[config.mk]
export PLATFORM = sky130hd
export DESIGN_NAME = mult_pipe_dw
export DESIGN_NICKNAME = d
export VERILOG_FILES = /design/src/rtl/mult_pipe_dw.sv
export SDC_FILE = /design/constraint.sdc
export NUM_CORES = 1
export LEC_CHECK = 0
export ABC_AREA = 1
export CORE_ASPECT_RATIO = 0.75
export CORE_UTILIZATION = 59
export CTS_CLUSTER_DIAMETER = 150
export DETAILED_ROUTE_END_ITERATION = 16
export GPL_ROUTABILITY_DRIVEN = 0
export HOLD_SLACK_MARGIN = 0.03
export PLACE_DENSITY = 0.78
export SETUP_SLACK_MARGIN = 0.2
export SYNTH_ARGS = -nofsm -noshare
export SYNTH_HDL_FRONTEND = slang
export SYNTH_SLANG_ARGS = --single-unit
[constraint.sdc]
create_clock -name clk -period 7.2 [get_ports clk]
set_clock_uncertainty 0.15 [all_clocks]
set_input_delay 1.44 -clock clk [delete_from_list [all_inputs] [get_ports clk]]
set_output_delay 1.44 -clock clk [all_outputs]
set_load 0.005 [all_outputs]
[src/rtl/mult_pipe_dw.sv]
// mult_pipe_dw: DW x DW pipelined integer multiplier, signed/unsigned per entry.
// 4x4 leaf products are merged pairwise per stage; the sign is applied in the last stage.
//
// Ports:
//   clk, reset       rising-edge clock, synchronous active-high reset
//   iValid/oReady    input handshake; iA, iB, iSigned, iTag sampled on transfer
//   oValid/iReady    output handshake; oZ (2*DW product), oTag
//   oBusy            some stage holds a valid entry
module mult_pipe_dw #(
  parameter int DW = 16,
  parameter int TW = 4
) (
  input  logic            clk,
  input  logic            reset,
  input  logic            iValid,
  output logic            oReady,
  input  logic [DW-1:0]   iA,
  input  logic [DW-1:0]   iB,
  input  logic            iSigned,
  input  logic [TW-1:0]   iTag,
  output logic            oValid,
  input  logic            iReady,
  output logic [2*DW-1:0] oZ,
  output logic [TW-1:0]   oTag,
  output logic            oBusy
);

  localparam int LAT = $clog2(DW) - 1;
  // merge levels after the leaf stage; the last one feeds oZ
  localparam int NL  = LAT - 1;

  if (!(DW == 8 || DW == 16 || DW == 32 || DW == 64)) begin : g_bad_dw
    $error("mult_pipe_dw: DW must be 8, 16, 32 or 64");
  end

  logic adv;
  logic acc;

  // the whole pipe moves only when the output slot is free or draining
  assign adv    = !oValid | iReady;
  assign oReady = adv & !reset;
  assign acc    = iValid & oReady;

  logic          sa;
  logic          sb;
  logic [DW-1:0] mag_a;
  logic [DW-1:0] mag_b;

  // magnitude of -2^(DW-1) is 2^(DW-1), which still fits DW unsigned bits
  assign sa    = iSigned & iA[DW-1];
  assign sb    = iSigned & iB[DW-1];
  assign mag_a = sa ? -iA : iA;
  assign mag_b = sb ? -iB : iB;

  logic [LAT-1:0] v_q;
  logic [TW-1:0]  tag_q [LAT];
  logic           neg_q [LAT-1];

  always_ff @(posedge clk) begin
    if (reset) begin
      v_q <= '0;
      for (int k = 0; k < LAT; k++) begin
        tag_q[k] <= '0;
      end
      for (int k = 0; k < LAT - 1; k++) begin
        neg_q[k] <= 1'b0;
      end
    end else if (adv) begin
      v_q      <= {v_q[LAT-2:0], acc};
      tag_q[0] <= iTag;
      neg_q[0] <= sa ^ sb;
      for (int k = 1; k < LAT; k++) begin
        tag_q[k] <= tag_q[k-1];
      end
      for (int k = 1; k < LAT - 1; k++) begin
        neg_q[k] <= neg_q[k-1];
      end
    end
  end

  for (genvar l = 0; l <= NL; l++) begin : g_lvl
    // level l holds NB x NB products of S-bit operand blocks
    localparam int S  = 4 << l;
    localparam int NB = DW / S;
    localparam int PW = 2 * S;

    logic [PW-1:0] prod_d [NB*NB];
    logic [PW-1:0] prod_q [NB*NB];

    if (l == 0) begin : g_leaf
      for (genvar i = 0; i < NB; i++) begin : g_i
        for (genvar j = 0; j < NB; j++) begin : g_j
          assign prod_d[i*NB+j] =
            {4'b0, mag_a[4*i +: 4]} *
            {4'b0, mag_b[4*j +: 4]};
        end
      end
    end else begin : g_merge
      localparam int SP  = S / 2;
      localparam int NBP = 2 * NB;
      for (genvar i = 0; i < NB; i++) begin : g_i
        for (genvar j = 0; j < NB; j++) begin : g_j
          logic [PW-1:0] ll;
          logic [PW-1:0] hl;
          logic [PW-1:0] lh;
          logic [PW-1:0] hh;
          logic [PW-1:0] mid;
          logic [PW-1:0] sum;

          // {A half, B half}: lo/lo, hi/lo, lo/hi, hi/hi
          assign ll  = {{S{1'b0}},
            g_lvl[l-1].prod_q[(2*i)*NBP + 2*j]};
          assign hl  = {{S{1'b0}},
            g_lvl[l-1].prod_q[(2*i+1)*NBP + 2*j]};
          assign lh  = {{S{1'b0}},
            g_lvl[l-1].prod_q[(2*i)*NBP + 2*j+1]};
          assign hh  = {{S{1'b0}},
            g_lvl[l-1].prod_q[(2*i+1)*NBP + 2*j+1]};
          assign mid = hl + lh;
          assign sum = ll + (mid << SP) + (hh << S);

          if (l == NL) begin : g_last
            assign prod_d[i*NB+j] =
              neg_q[LAT-2] ? -sum : sum;
          end else begin : g_mid
            assign prod_d[i*NB+j] = sum;
          end
        end
      end
    end

    always_ff @(posedge clk) begin
      if (reset) begin
        for (int k = 0; k < NB*NB; k++) begin
          prod_q[k] <= '0;
        end
      end else if (adv) begin
        prod_q <= prod_d;
      end
    end
  end

  assign oZ     = g_lvl[NL].prod_q[0];
  assign oTag   = tag_q[LAT-1];
  assign oValid = v_q[LAT-1];
  assign oBusy  = |v_q;

endmodule

Word-level counts from Yosys, hierarchy flattened
Memory sizes are Yosys's and may differ from the RTL's.
Cells that the tools add are included.
- reductions and logical operators: 3
- bitwise logic cells: 11
- multiplexer cells: 13
- $mul: 16
- add/sub/neg operators: 18
- operators with widths (operator ; number):
    multiplier 4 x 4 -> 8 bit ; 16
    adder 14 x 16 -> 16 bit ; 4
    adder 8 x 13 -> 14 bit ; 4
    adder 8 x 8 -> 9 bit ; 4
    adder 26 x 32 -> 32 bit ; 1
    2-to-1 mux 16 bit ; 2
    2-to-1 mux 32 bit ; 1
    negator 16 bit ; 2
    negator 32 bit ; 1
    adder 16 x 25 -> 26 bit ; 1
    adder 16 x 16 -> 17 bit ; 1
    2-to-1 mux 4 bit ; 3
    2-to-1 mux 1 bit ; 7
    OR 1 bit ; 6
    AND 1 bit ; 4
    OR reduction 3 bit ; 1
    zero test 1 bit ; 2
    XOR 1 bit ; 1
- bits in registers: 227
- bits in writable memories: 14
- output and inout port bits: 39
- word-level logic and storage cells: 85
- memories: 2
- memory list (name ; depth ; width ; read ports ; clocked after memory_dff ; write ports ; RTL line ; source):
    tag_q ; 3 ; 4 ; 3 ; 0 ; 3 ; 56 ; logic [TW-1:0] tag_q [LAT];
    neg_q ; 2 ; 1 ; 2 ; 0 ; 2 ; 57 ; logic neg_q [LAT-1];

Depth between registers and ports, before layout
- word-level depth: 6
- gate-level depth with buffers: 34
- mapped depth without buffers: 32

Worst setup path after synthesis
Ideal clock, no wire load.
- path kind: input -> register
- start: in iB[0]
- end: reg g_lvl[0].prod_q[7] (netlist name)
- data required time: 6.926 ns
- cell stages on the path: 31
- arrival time: 5.156 ns
- path slack: 1.770 ns
- path through: buf_4 -> inv_2 -> ha_1 -> inv_1 -> nor3_1 -> inv_1 -> nor2_1 -> inv_1 -> nor2_1 -> nand4_1 -> xor2_1 -> nand2_1 -> o21ai_2 -> inv_1 -> nand2_1 -> fa_1 -> fa_1 -> inv_1 -> ha_1 -> a21oi_1 -> inv_1 -> a31oi_1 -> inv_1 -> nand2_1 -> inv_1 -> nor2_1 -> nor2_1 -> nor2_1 -> inv_1 -> o21ai_0 -> o21ai_0
- longest elaborated chain between the ends: 3
- RTL lines (element ; RTL line ; source):
    start, declared ; 18 ; input logic [DW-1:0] iB,
    negator 16 bit ; 53 ; assign mag_b = sb ? -iB : iB;
    2-to-1 mux 16 bit ; 53 ;
    multiplier 4 x 4 -> 8 bit ; 94 ; {4'b0, mag_a[4*i +: 4]} *
    end signal, assigned ; 138 ; prod_q <= prod_d;
    end, declared ; 88 ; logic [PW-1:0] prod_q [NB*NB];
Every way passes these cells.
A chain may end at the register's enable or synchronous reset.

Worst setup path in the final report
- start: in iSigned
- end: reg g_lvl[0].prod_q[55] (netlist name)
- longest elaborated chain between the ends: 3
- RTL lines (element ; RTL line ; source):
    start, declared ; 19 ; input logic iSigned,
    AND 1 bit, on equally long branches ; 50, 51 ;
    2-to-1 mux 16 bit, on equally long branches ; 52, 53 ;
    multiplier 4 x 4 -> 8 bit * ; 94 ;
Mark *: on every way between the ends. The rest lies on a longest branch, timed or not.

==> results.md <==
- Status: complete, no violations
- Leak: 12.5 nW
- Tcrit/Tclk final: 0.844
- Crit path kind: in2reg
- Routed vias: just under 20k
- Flops & latches, synth: 241
- Slowest-stage cell, CP: clkdlybuf4s50_1
- Main flop type after synthesis: dfxtp_1
- CORE AREA: between 30,000 and 40,000 um2
- Seq/Total Area, Yosys: 0.238
- Buf/Inv on CP: 9
- Ant. Diodes: 0
- Finished Layout Cells: 3,493
- RSZ-0062 raised after global routing: no
- Worst-margin pin slew: around 1.1 ns
- Slew Viols, Final: 0
- Min-Delay Path Class: reg2reg
- CP Max Fanout: 13
- Final setup fails: 0
- Critical Path Sink Type: flip-flop
- Die W: 219 um
- Detailed Route WL: 58,300 um
- GR Overflow Total: 0
- Peak Freq: 164 MHz
- Initial antenna violation count: 0
- VDD IR max: 0.185 mV
- Clock root buffer: clkbuf_16
- Reg area: approximately 5000 um2
- CP top delay family: simple AND/OR/NAND/NOR gates
- Multi-input combinational cell area: around 14,000 um2
- DRC Markers: 0
- Cell repeated most along the worst path: inv_1
- Max clock buf depth: 3
- Placed inst area: 22,100 um2
- Final core utilization: 0.663
- Crit path time final: 6.08 ns
- Final Hold Viols: 0
- Initial drt markers: 1,815
- Largest net degree at the start of global routing: 143
- Clk_lat worst skew: 0.57 ns
- Vias per inst: 5.63
- Starting density of the core: 0.600
- Fillers: 2,939
- Wire length of the first global-routing pass: ~94,000 um
- WP data required: 7.48 ns
- Total global-route track usage: 0.326
- YS warnings: 0
- Synth-to-Final Area Change: 10.5%
- Syn avg cell area: approximately 7.0 um2
- R2R Setup Slk: approximately 2.6 ns
- Maxcap violations: 0
- Fin nets: approximately 3.4k
- Setup TNS: 0 ns
- Full die area: 36,100 um2
- CTS tree: done
- Library cells used by synthesis: 53
- Count of input and output buffers: 79
- Final Instance Area: approximately 23,000 um2
- Syn nets: 3,374
- TritonRoute pass-1 iters: 6
- Post-synth EDFFs: 14
- Drt wl/cell: 16.7 um
- ANT nets after route: 0
- Synthesized instance count: 2,960
- Worst slew margin: 0.240
- Layout cells sized above 1: 0.0491
- Crit path arrival time: 6.36 ns
- CP max stage delay: 0.62 ns
- Post-detail-place hpwl: 43,900 um
- Vias in the first global route: 18.7k
- Async S/R FF share, synth: 0
- CTS Buf Count: 26
- Dpl cells: between 3k and 4k
- Post_cts resized: 0
- Sink Count: between 200 and 250
- PwrDens: 276 nW/um2
- Startpoint Class: primary input
- Chip height: 165 um
- Commonest non-fill, non-tap cell in the layout: nand2_1
- Post-CTS Hold Fix Bufs: 0
- Post-CTS Setup Bufs: 0
- Commonest non-fill, non-tap cells in the layout: 732 x nand2_1, 476 x inv_1, 299 x ha_1
- Cell row count: 59
- Clock H-tree levels: 1
- Io pins: 80
- Post-Syn Area: 20,900 um2
- Clock transition at the registers of the reported paths: 0.06 ns
[kinds of logic after synthesis]
| kind of cell | synth area share |
|---|---|
| AOI/OAI and AO/OA | 0.141 |
| xor gates and xnor gates | 0.0258 |
| adders and majority gates | 0.250 |
| buffers and inverters | 0.104 |
| DFF | 0.238 |
| and+or+nand+nor | 0.241 |
[sequential cells by signal (all words and copies together), names as in the netlist]
signal and flops:
g_lvl.prod_q 192, neg_q 2, oZ 32, tag_q 12, v_q 3
[stage by stage]
stage	setup slack [ns]	power [mW]	hold WS [ns]
6_report	1.12	6.35	0.299
5_1_grt	0.705	6.82	0.317
4_1_cts	1.24	6.32	0.302
3_5_place_dp	0.685	4.74	0.288
3_3_place_gp	0.715	4.64	0.291
2_1_floorplan	1.77	3.91	0.280
[synthesized netlist by cell type (31+ instances only)]
| cell | instances | area share |
|---|---|---|
| xor2_1 | 36 | 0.015 |
| nor2_1 | 293 | 0.053 |
| dfxtp_1 | 227 | 0.22 |
| o21ai_0 | 194 | 0.047 |
| clkbuf_1 | 53 | 0.0095 |
| ha_1 | 299 | 0.18 |
| a22o_1 | 42 | 0.018 |
| nand2_1 | 732 | 0.13 |
| or2_2 | 31 | 0.0093 |
| inv_1 | 477 | 0.086 |
| nand3_1 | 94 | 0.023 |
| fa_1 | 74 | 0.071 |
| a21oi_1 | 148 | 0.036 |
[worst register-to-register path: stages, from the launching register on]
cell and delay (ns):
dfxtp_1 0.35, ha_1 0.15, inv_1 0.07, fa_1 0.40, inv_1 0.08, a31oi_1 0.14, o221ai_1 0.33, a21oi_1 0.16
o21ai_0 0.34, nand2_1 0.09, nand2_1 0.11, xor2_1 0.22, ha_1 0.30, a21oi_1 0.22, nand2_1 0.10, a21oi_1 0.29
nand3_1 0.21, nand2_1 0.12, nand2_1 0.09, nand2_1 0.08, nor2_1 0.04, nand3_1 0.10, nand3_1 0.08, nand3_1 0.17
nand2_1 0.07
[report_power, final]
group	internal, mW	total [mW]	switching, mW
registers	1.61	1.82	0.207
logic	1.15	2.98	1.83
clock network	0.947	1.56	0.610
total	3.71	6.35	2.64
[final timing paths]
check,depth (start not counted),end,start
hold / removal,2,oZ[16],oZ[16]
hold reg to reg,2,oZ[16],oZ[16]
setup reg to reg,24,oZ[31],g_lvl[1].prod_q[16]
setup / recovery,25,g_lvl[0].prod_q[55],iSigned
[metal layers]
metal | wire length (um) | share of wire | vias to the layer above | global-route usage
met4 | 2280 | 0.039 | 0 | 0.118
met1 | 25300 | 0.43 | 9043 | 0.435
met2 | 25500 | 0.44 | 807 | 0.527
li1 | - | - | 9663 | -
met5 | 0 | 0 | - | 0
met3 | 5220 | 0.089 | 157 | 0.0582
[final cells by class]
| type | count | area share |
|---|---|---|
| clock buffers | 36 | 0.0326 |
| clock inverters | 12 | 0.00977 |
| inverters | 496 | 0.0807 |
| multi-input cells | 2154 | 0.596 |
| flip-flops and latches | 241 | 0.215 |
| well taps | 457 | 0.0248 |
| repair buffers | 97 | 0.0407 |
Power figures use the tool's default switching activity.
